==> src/rtl/routing_lbdr_3d_core.sv <==
// LBDR output-port selector for one router of a 3D mesh NoC.
// It decodes the destination into mesh coordinates and compares them with this node's
// coordinates to get the direction flags. Each output port is then gated by its
// connectivity bit, its routing bits and the turn bits. The port mask is registered.
module routing_lbdr_3d_core #(
  parameter int unsigned NodeId                       = 0,
  parameter int unsigned NodeIdWidth                  = 6,
  parameter int unsigned NumberOfRows                 = 3,
  parameter int unsigned NumberOfColumns              = 4,
  parameter int unsigned NumberOfLayers               = 5,
  parameter int unsigned NumberOfLBDRRoutingBits      = 24,
  parameter int unsigned NumberOfLBDRConnectivityBits = 6,
  parameter int unsigned NumberOfLBDRTurnBits         = 6
) (
  input  logic                                    clk,
  input  logic                                    rst_n,
  input  logic [NumberOfLBDRRoutingBits-1:0]      lbdr_routing_bits_i,
  input  logic [NumberOfLBDRConnectivityBits-1:0] lbdr_connectivity_bits_i,
  input  logic [NumberOfLBDRTurnBits-1:0]         lbdr_turn_bits_i,
  input  logic [NodeIdWidth-1:0]                  destination_node_id_i,
  output logic [5:0]                              valid_ports_out_o
);

  localparam int unsigned LayerSize = NumberOfColumns * NumberOfRows;
  localparam int unsigned NumNodes  = LayerSize * NumberOfLayers;

  // Coordinates of this router, fixed at elaboration.
  localparam int unsigned XCur = NodeId % NumberOfColumns;
  localparam int unsigned YCur = (NodeId % LayerSize) / NumberOfColumns;
  localparam int unsigned ZCur = NodeId / LayerSize;

  // Routing bits, named after the port they gate and the direction they test.
  logic w_rne, w_rnw, w_rnu, w_rnd;
  logic w_ren, w_res, w_reu, w_red;
  logic w_rwn, w_rws, w_rwu, w_rwd;
  logic w_rse, w_rsw, w_rsu, w_rsd;
  logic w_rue, w_ruw, w_run, w_rus;
  logic w_rde, w_rdw, w_rdn, w_rds;

  assign {w_rne, w_rnw, w_rnu, w_rnd} = lbdr_routing_bits_i[23:20];
  assign {w_ren, w_res, w_reu, w_red} = lbdr_routing_bits_i[19:16];
  assign {w_rwn, w_rws, w_rwu, w_rwd} = lbdr_routing_bits_i[15:12];
  assign {w_rse, w_rsw, w_rsu, w_rsd} = lbdr_routing_bits_i[11:8];
  assign {w_rue, w_ruw, w_run, w_rus} = lbdr_routing_bits_i[7:4];
  assign {w_rde, w_rdw, w_rdn, w_rds} = lbdr_routing_bits_i[3:0];

  // Connectivity bits: 1 means the link on that side exists.
  logic w_cn, w_ce, w_cw, w_cs, w_cu, w_cd;
  assign {w_cn, w_ce, w_cw, w_cs, w_cu, w_cd} = lbdr_connectivity_bits_i[5:0];

  // Turn bits. Tab allows a hop in dimension b while hops in dimension a remain.
  logic w_tyx, w_tzx, w_txy, w_tzy, w_txz, w_tyz;
  assign {w_tyx, w_tzx, w_txy, w_tzy, w_txz, w_tyz} = lbdr_turn_bits_i[5:0];

  // Destination decode, with constant divisors only.
  logic [31:0] w_dst;
  logic [31:0] w_xd;
  logic [31:0] w_yd;
  logic [31:0] w_zd;
  logic        w_dst_in_range;

  assign w_dst          = 32'(destination_node_id_i);
  assign w_xd           = w_dst % NumberOfColumns;
  assign w_yd           = (w_dst % LayerSize) / NumberOfColumns;
  assign w_zd           = w_dst / LayerSize;
  assign w_dst_in_range = (w_dst < NumNodes);

  // Direction flags. North is increasing y and up is increasing z.
  logic w_e, w_w, w_n, w_s, w_u, w_d;
  logic w_x, w_y, w_z;

  assign w_e = (w_xd > XCur);
  assign w_w = (w_xd < XCur);
  assign w_n = (w_yd > YCur);
  assign w_s = (w_yd < YCur);
  assign w_u = (w_zd > ZCur);
  assign w_d = (w_zd < ZCur);
  assign w_x = w_e | w_w;
  assign w_y = w_n | w_s;
  assign w_z = w_u | w_d;

  // Routing-bit gating for each port. A term is open when its direction is not
  // pending or when the matching routing bit is set.
  logic w_route_n, w_route_s, w_route_e, w_route_w, w_route_u, w_route_d;

  assign w_route_n = (~w_e | w_rne) & (~w_w | w_rnw) & (~w_u | w_rnu) & (~w_d | w_rnd);
  assign w_route_s = (~w_e | w_rse) & (~w_w | w_rsw) & (~w_u | w_rsu) & (~w_d | w_rsd);
  assign w_route_e = (~w_n | w_ren) & (~w_s | w_res) & (~w_u | w_reu) & (~w_d | w_red);
  assign w_route_w = (~w_n | w_rwn) & (~w_s | w_rws) & (~w_u | w_rwu) & (~w_d | w_rwd);
  assign w_route_u = (~w_e | w_rue) & (~w_w | w_ruw) & (~w_n | w_run) & (~w_s | w_rus);
  assign w_route_d = (~w_e | w_rde) & (~w_w | w_rdw) & (~w_n | w_rdn) & (~w_s | w_rds);

  // Turn gating for each dimension of travel.
  logic w_turn_y, w_turn_x, w_turn_z;

  assign w_turn_y = (~w_x | w_txy) & (~w_z | w_tzy);
  assign w_turn_x = (~w_y | w_tyx) & (~w_z | w_tzx);
  assign w_turn_z = (~w_x | w_txz) & (~w_y | w_tyz);

  // Port mask before registering. An out-of-range id yields no port. A destination
  // equal to this node sets no direction flag, so it also yields no port.
  logic [5:0] w_ports;

  // Combine connectivity, direction, routing and turn gating for each port.
  always_comb begin
    w_ports = 6'b000000;
    if (w_dst_in_range) begin
      w_ports[5] = w_cn & w_n & w_route_n & w_turn_y;
      w_ports[4] = w_ce & w_e & w_route_e & w_turn_x;
      w_ports[3] = w_cw & w_w & w_route_w & w_turn_x;
      w_ports[2] = w_cs & w_s & w_route_s & w_turn_y;
      w_ports[1] = w_cu & w_u & w_route_u & w_turn_z;
      w_ports[0] = w_cd & w_d & w_route_d & w_turn_z;
    end
  end

  logic [5:0] r_valid_ports;

  // Register the mask on every edge. Reset clears it asynchronously.
  always_ff @(posedge clk or negedge rst_n) begin
    if (!rst_n) begin
      r_valid_ports <= 6'b000000;
    end else begin
      r_valid_ports <= w_ports;
    end
  end

  assign valid_ports_out_o = r_valid_ports;

endmodule

==> config.mk <==
export PLATFORM = sky130hd
export DESIGN_NAME = routing_lbdr_3d_core
export DESIGN_NICKNAME = d
export VERILOG_FILES = /design/src/rtl/routing_lbdr_3d_core.sv
export SDC_FILE = /design/constraint.sdc
export NUM_CORES = 1
export LEC_CHECK = 0
export ABC_AREA = 1
export ABC_CLOCK_PERIOD_IN_PS = 800
export CAP_MARGIN = 0
export CELL_PAD_IN_SITES_DETAIL_PLACEMENT = 1
export CELL_PAD_IN_SITES_GLOBAL_PLACEMENT = 1
export CORE_ASPECT_RATIO = 0.7
export CORE_MARGIN = 1.5
export CORE_UTILIZATION = 13
export DETAILED_ROUTE_END_ITERATION = 6
export PLACE_DENSITY = 0.86
export SLEW_MARGIN = 20
export SYNTH_ARGS = -nofsm -noshare
export SYNTH_HDL_FRONTEND = slang
export SYNTH_SLANG_ARGS = --single-unit
==> constraint.sdc <==
create_clock -name clk -period 0.8 [get_ports clk]
set_input_delay 0.16 -clock clk [delete_from_list [all_inputs] [get_ports clk]]
set_output_delay 0.16 -clock clk [all_outputs]
set_load 0.02 [all_outputs]
==> metrics, run 1 <==
post-DP HPWL approximately 1100 um; Fmax approximately 900 MHz; core box area about 2800 um^2; Finish-stage setup viols 6; #FFs+latches synth 3; I/O pin total 50; synth top area cells dfrtp_1 19%, nand2_1 13%, inv_1 9.6%; maximum fanout along the worst path 3; # clock sinks 3; crit start category primary input; WL final between 1000 and 1500 um; CTS root buffer clkbuf_8; post-route DRC violation count 0; overall routing resource usage around 8.6%; Die Height between 40 and 50 um; required time of the critical path 0.95 ns; Yosys top cell area share between 15 and 20%; Final min period around 1.1 ns; antenna viol nets, final 0; starting density of the core between 10 and 15%; Die Area roughly 3300 um^2; critical path class primary input to flop; DP Area roughly 730 um^2; initial drt markers 5; max cap viols 0; largest area contributor in the netlist dfrtp_1; Rows 16; Slowest cell on crit path clkdlybuf4s50_1; H-tree levels 1; Die X roughly 68 um; Final GP Congestion 0.715; CTS Buf Count 3; final hold viol count 0; PwrDens 1190 nW/um^2; Logic pwr share approximately 38%; Synth warnings 0; Slew Limit Fails 0; # nets final roughly 140; commonest cells in the netlist 14 x nand2_1, 10 x inv_1, 7 x nor2_1; crit path capture type flop; maximum vdd drop 0.000266 V; Layout Utilization between 20% and 30%; Mapped Cells 63; average vias per placed instance slightly below 4; first-pass GRT wire length approximately 2100 um; routed length per instance about 10 um; post-synthesis cell type count 18; max reg flops 3; fillers approximately 340; HP Class primary input to async pin; Final WS setup -0.340 ns; largest net degree at the start of global routing 7; P_sw 0.000276 W; violated checks setup timing; total power 0.000973 W; Antenna Cells 0; CTS Hold Bufs 0; Vias approximately 530; Arr. time, crit path between 1 and 1.5 ns; Final Instance Area between 800 and 900 um^2; Int Power 0.000697 W; average instance area after synthesis a little over 6 um^2; cell with the most instances after synthesis nand2_1; share of synthesized registers carrying an async set or reset 100%; Clk pwr share a little under half; CTS Buffer Depth 2; grt total ovfl 0; TritonRoute pass-1 iters 2; EDFF count, synth 0; sw frac between 20% and 30%; part of the power in registers between 10% and 20%; post-synthesis sequential area ratio between 15 and 20%; CTS tree built; Cell Chain, Critical Path clkdlybuf4s50_1 -> nor2_2 -> a21oi_1 -> nor3b_2 -> o21ai_1 -> nor2_1; RSZ-0062 raised after global routing yes; Final period util 143%; Port-buffer cells 25; initial antenna violation count 0; slowest stage delay, CP between 0.4 and 0.5 ns; Post-Syn Area slightly below 400 um^2; Synth Flop Type dfrtp_1; Lkg Pwr between 0.3 and 0.4 nW; fraction of layout cells with a size suffix above 1 approximately 34%; Reg clk slew, reported paths ~0.030 ns; Area growth, synth to finish 110%; outcome finished with violations; vias in the first global route about 560
[per-layer routing]
| layer | track usage, % | vias up | wire [um] |
|---|---|---|---|
| met5 | 0 | - | 0 |
| met4 | 7.67 | 0 | 38 |
| met3 | 1.85 | 4 | 77 |
| met2 | 14.7 | 14 | 771 |
| met1 | 8.36 | 249 | 479 |
| li1 | - | 266 | - |
[worst paths after layout]
path	start	endpoint	slack, ns	depth (start not counted)
setup / recovery	destination_node_id_i[1]	valid_ports_out_o[1]	-0.34	6
hold / removal	rst_n	valid_ports_out_o[4]	0.12	1
max in group asynchronous	rst_n	valid_ports_out_o[5]	0.54	1
min in group clk	destination_node_id_i[5]	valid_ports_out_o[4]	0.54	7
[logic make-up after synthesis]
family,share of synthesized area [%]
other cells,0.961
fa+ha+maj,3.20
compound gates,10.9
flops,19.2
buf+inv,17.6
simple gates,48.1
[power groups by stage]
stage                     clock network [W]  registers, W  logic (W)
after floorplan                           0      0.000173   0.000159
final                              0.000442      0.000163   0.000368
after global routing               0.000465      0.000164   0.000402
after global placement                    0      0.000164   0.000332
after detailed placement                  0      0.000163   0.000346
after CTS                          0.000455      0.000163   0.000365
[timing repair]
item | CTS | global route
buffers inserted | 0 | 0
gates resized for setup | 40 | 3
endpoints found under the setup margin | 6 | 6
pin swaps | 8 | 2
[metrics by stage]
stage,std cells,hold slack (ns),setup TNS [ns],worst slack (ns)
after detailed placement,130,0.354,-3.70,-0.992
after global placement,130,0.354,-3.56,-0.943
after global routing,134,0.126,-1.46,-0.421
final,134,0.125,-1.14,-0.340
after CTS,134,0.125,-1.19,-0.343
after floorplan,65,-0.136,-1.30,-0.456
[critical path, delay by kind of cell]
| kind | cells | cell delay [ns] |
|---|---|---|
| AND/OR/NAND/NOR | 3 | 0.49 |
| buffers and inverters | 1 | 0.43 |
| AO/OA/AOI/OAI | 2 | 0.19 |
[cell type report]
| cell class | instances | area (um^2) | area share (%) |
|---|---|---|---|
| timing repair buffer | 33 | 318 | 38.7 |
| multi-input combinational | 48 | 300 | 36.6 |
| sequential | 3 | 75.1 | 9.15 |
| clock buffer | 4 | 45.0 | 5.49 |
| tap | 36 | 45.0 | 5.49 |
| inverter | 10 | 37.5 | 4.57 |
[layout by cell type (no fill, tap or decap)]
master,netlist,final
clkdlybuf4s50_1,0,18
nand2_1,14,12
inv_1,10,8
buf_4,3,8
nor2_1,7,6
nand3_2,3,4
nand2_2,3,4
buf_6,0,4
nand3_1,4,3
a21oi_1,3,3
conb_1,1,3
clkbuf_8,0,3
dfrtp_1,3,3
inv_2,0,2
nor3b_1,3,2
nand4_1,2,2
dlygate4sd2_1,0,2
nand2_4,0,1
o2111ai_2,0,1
o21ai_0,2,1
nor2_2,0,1
nor3_2,0,1
a21oi_2,1,1
nor3b_2,0,1
o21ai_1,0,1
ha_4,0,1
clkbuf_1,0,1
buf_8,0,1
Note: power is estimated with default switching activity, not from simulation.
==> inputs of run 2 (changes only) <==
Settings changed: CORE_MARGIN 1.5 to not set.
==> run 2 against run 1 <==
- the run still ends with setup timing left
- cell count grew 0.75%
- utilization down 0.18 points
- final area fell by 0.61%
- hold slack improved by 0.0021 ns
- via count shrank 4.3%
- critical path depth increased by 5
- routed wire length shrank 1.3%
- global-route usage is 0.57 points higher
- sequential share of layout area increased by 0.056 points
- combinational power is essentially flat
- critical path type unchanged
==> metrics, run 2 (synthesis results as in run 1) <==
fraction of layout cells with a size suffix above 1 32.3%; met2 wire len 711 um; delay-heaviest family, CP simple AND/OR/NAND/NOR gates; violated checks setup timing; required time of the critical path about 0.94 ns; DR WL met3 between 40 and 50 um; PwrDens ~1200 nW/um^2; max reg flops 3; post-DP HPWL 1090 um; I/O pin total 50; Slew Limit Fails 0; outcome finished with violations; # nets final ~150; Die Height between 40 and 50 um; largest net degree at the start of global routing 7; Placement Setup Slack -1.02 ns; average vias per placed instance between 3 and 4; routed length per instance ~10 um; initial antenna violation count 0; overall routing resource usage between 9 and 10%; vias in the first global route approximately 510; Clk pwr share between 40% and 50%; CP Launch Point destination_node_id_i[5]; Arr. time, crit path 1.26 ns; total power between 0.0009 and 0.001 W; RSZ-0062 raised after global routing yes; starting density of the core 13.8%; Crit path buffers/inverters 2; Final Instance Area slightly above 800 um^2; CTS root buffer clkbuf_8; post-route DRC violation count 0; final hold viol count 0; H-tree levels 1; core box area roughly 2800 um^2; Logic pwr share about two fifths; antenna viol nets, final 0; Rows 16; Fmax 895 MHz; top routing layer used met4; CTS tree built; wl on met1 roughly 580 um; maximum vdd drop 0.000432 V; Antenna Cells 0; Final GP Congestion around 0.77; Port-buffer cells 25; first-pass GRT wire length 2100 um; TritonRoute pass-1 iters 4; Finish-stage setup viols 6; Vias 510; Area growth, synth to finish 109%; fillers roughly 350; Final period util 140%; WL final 1350 um; grt total ovfl 0; Worst path most repeated cell nand2_2; P_sw between 0.0002 and 0.0003 W; HP Class primary input to async pin; Cell Chain, Critical Path buf_8 -> ha_4 -> inv_2 -> nand2_2 -> nand2_4 -> nand4_1 -> nand2_2 -> nand2_2 -> a21oi_2 -> nor2_1 -> nor2_1; maximum fanout along the worst path 4; Reg clk slew, reported paths roughly 0.030 ns; DP Area roughly 730 um^2; CTS Hold Bufs 0; most frequent cells in the layout 18 x clkdlybuf4s50_1, 12 x nand2_1, 9 x buf_4; crit path capture type flop; Die Area 3230 um^2; Int Power between 0.0006 and 0.0007 W; sw frac between 20 and 30%; hold slack 0.127 ns; max cap viols 0; CTS Buffer Depth 2; Final min period 1.12 ns; Lkg Pwr slightly below 0.4 nW; critical path class primary input to flop; most common cell after layout, fill and taps aside clkdlybuf4s50_1; Layout Utilization 28.9%; initial drt markers 15; Final WS setup -0.317 ns; Slowest cell on crit path ha_4; Die X a little under 70 um; slowest stage delay, CP roughly 0.22 ns; crit start category primary input; part of the power in registers roughly 17%; CTS Buf Count 3; # clock sinks 3
run 2: cell count changes in the layout (fill, tap and decap cells not counted):
cell     previous run  this run
nor2_2              1         0
o21ai_1             1         2
nand3_1             3         4
buf_4               8         9
inv_1               8         7
nor3b_1             2         3
nor2_1              6         7
nand3_2             4         3
o21ai_0             1         0
inv_2               2         3
nor3b_2             1         0
run 2: power by group through the flow:
stage,Sequential (W),Clock [W],Combinational [W]
after floorplan,0.000173,0,0.000159
after global placement,0.000163,0,0.000332
after detailed placement,0.000163,0,0.000346
after CTS,0.000163,0.000453,0.000369
after global routing,0.000163,0.000473,0.000407
final,0.000163,0.000436,0.000368
run 2: worst paths after layout:
check	slack, ns	end	depth (start not counted)
worst min-delay path	0.13	valid_ports_out_o[5]	1
worst max-delay path	-0.32	valid_ports_out_o[4]	11
min in group clk	0.56	valid_ports_out_o[5]	3
max in group asynchronous	0.54	valid_ports_out_o[1]	1
run 2: layout make-up:
| class | instances | area [um^2] | share of cell area, % |
|---|---|---|---|
| repair buffers | 34 | 325 | 39.9 |
| inverters | 10 | 37.5 | 4.60 |
| well taps | 36 | 45.0 | 5.52 |
| multi-input cells | 48 | 288 | 35.3 |
| clock buffers | 4 | 45.0 | 5.52 |
| flip-flops and latches | 3 | 75.1 | 9.20 |
run 2: per-layer routing:
layer	global-route usage, %	up-vias
li1	-	271
met1	10.4	225
met2	16.2	12
met3	1.43	2
met4	6.38	0
met5	0	-
run 2: metrics by stage:
step                      TNS [ns]  cells
after floorplan              -1.30     65
after global placement       -3.56    130
after detailed placement     -3.76    130
after CTS                    -1.12    135
after global routing         -1.38    135
final                        -1.06    135
run 2: repair_timing:
| item | in CTS | in global routing |
|---|---|---|
| setup buffers | 1 | 0 |
| pin swaps | 10 | 0 |
| resized for setup | 40 | 2 |
| endpoints found under the setup margin | 6 | 6 |
==> inputs of run 3 (changes only) <==
Settings changed: CTS_CLUSTER_SIZE set to 24.
==> results of run 3 <==
Final layout, timing and power as in run 2 (identical DEF).
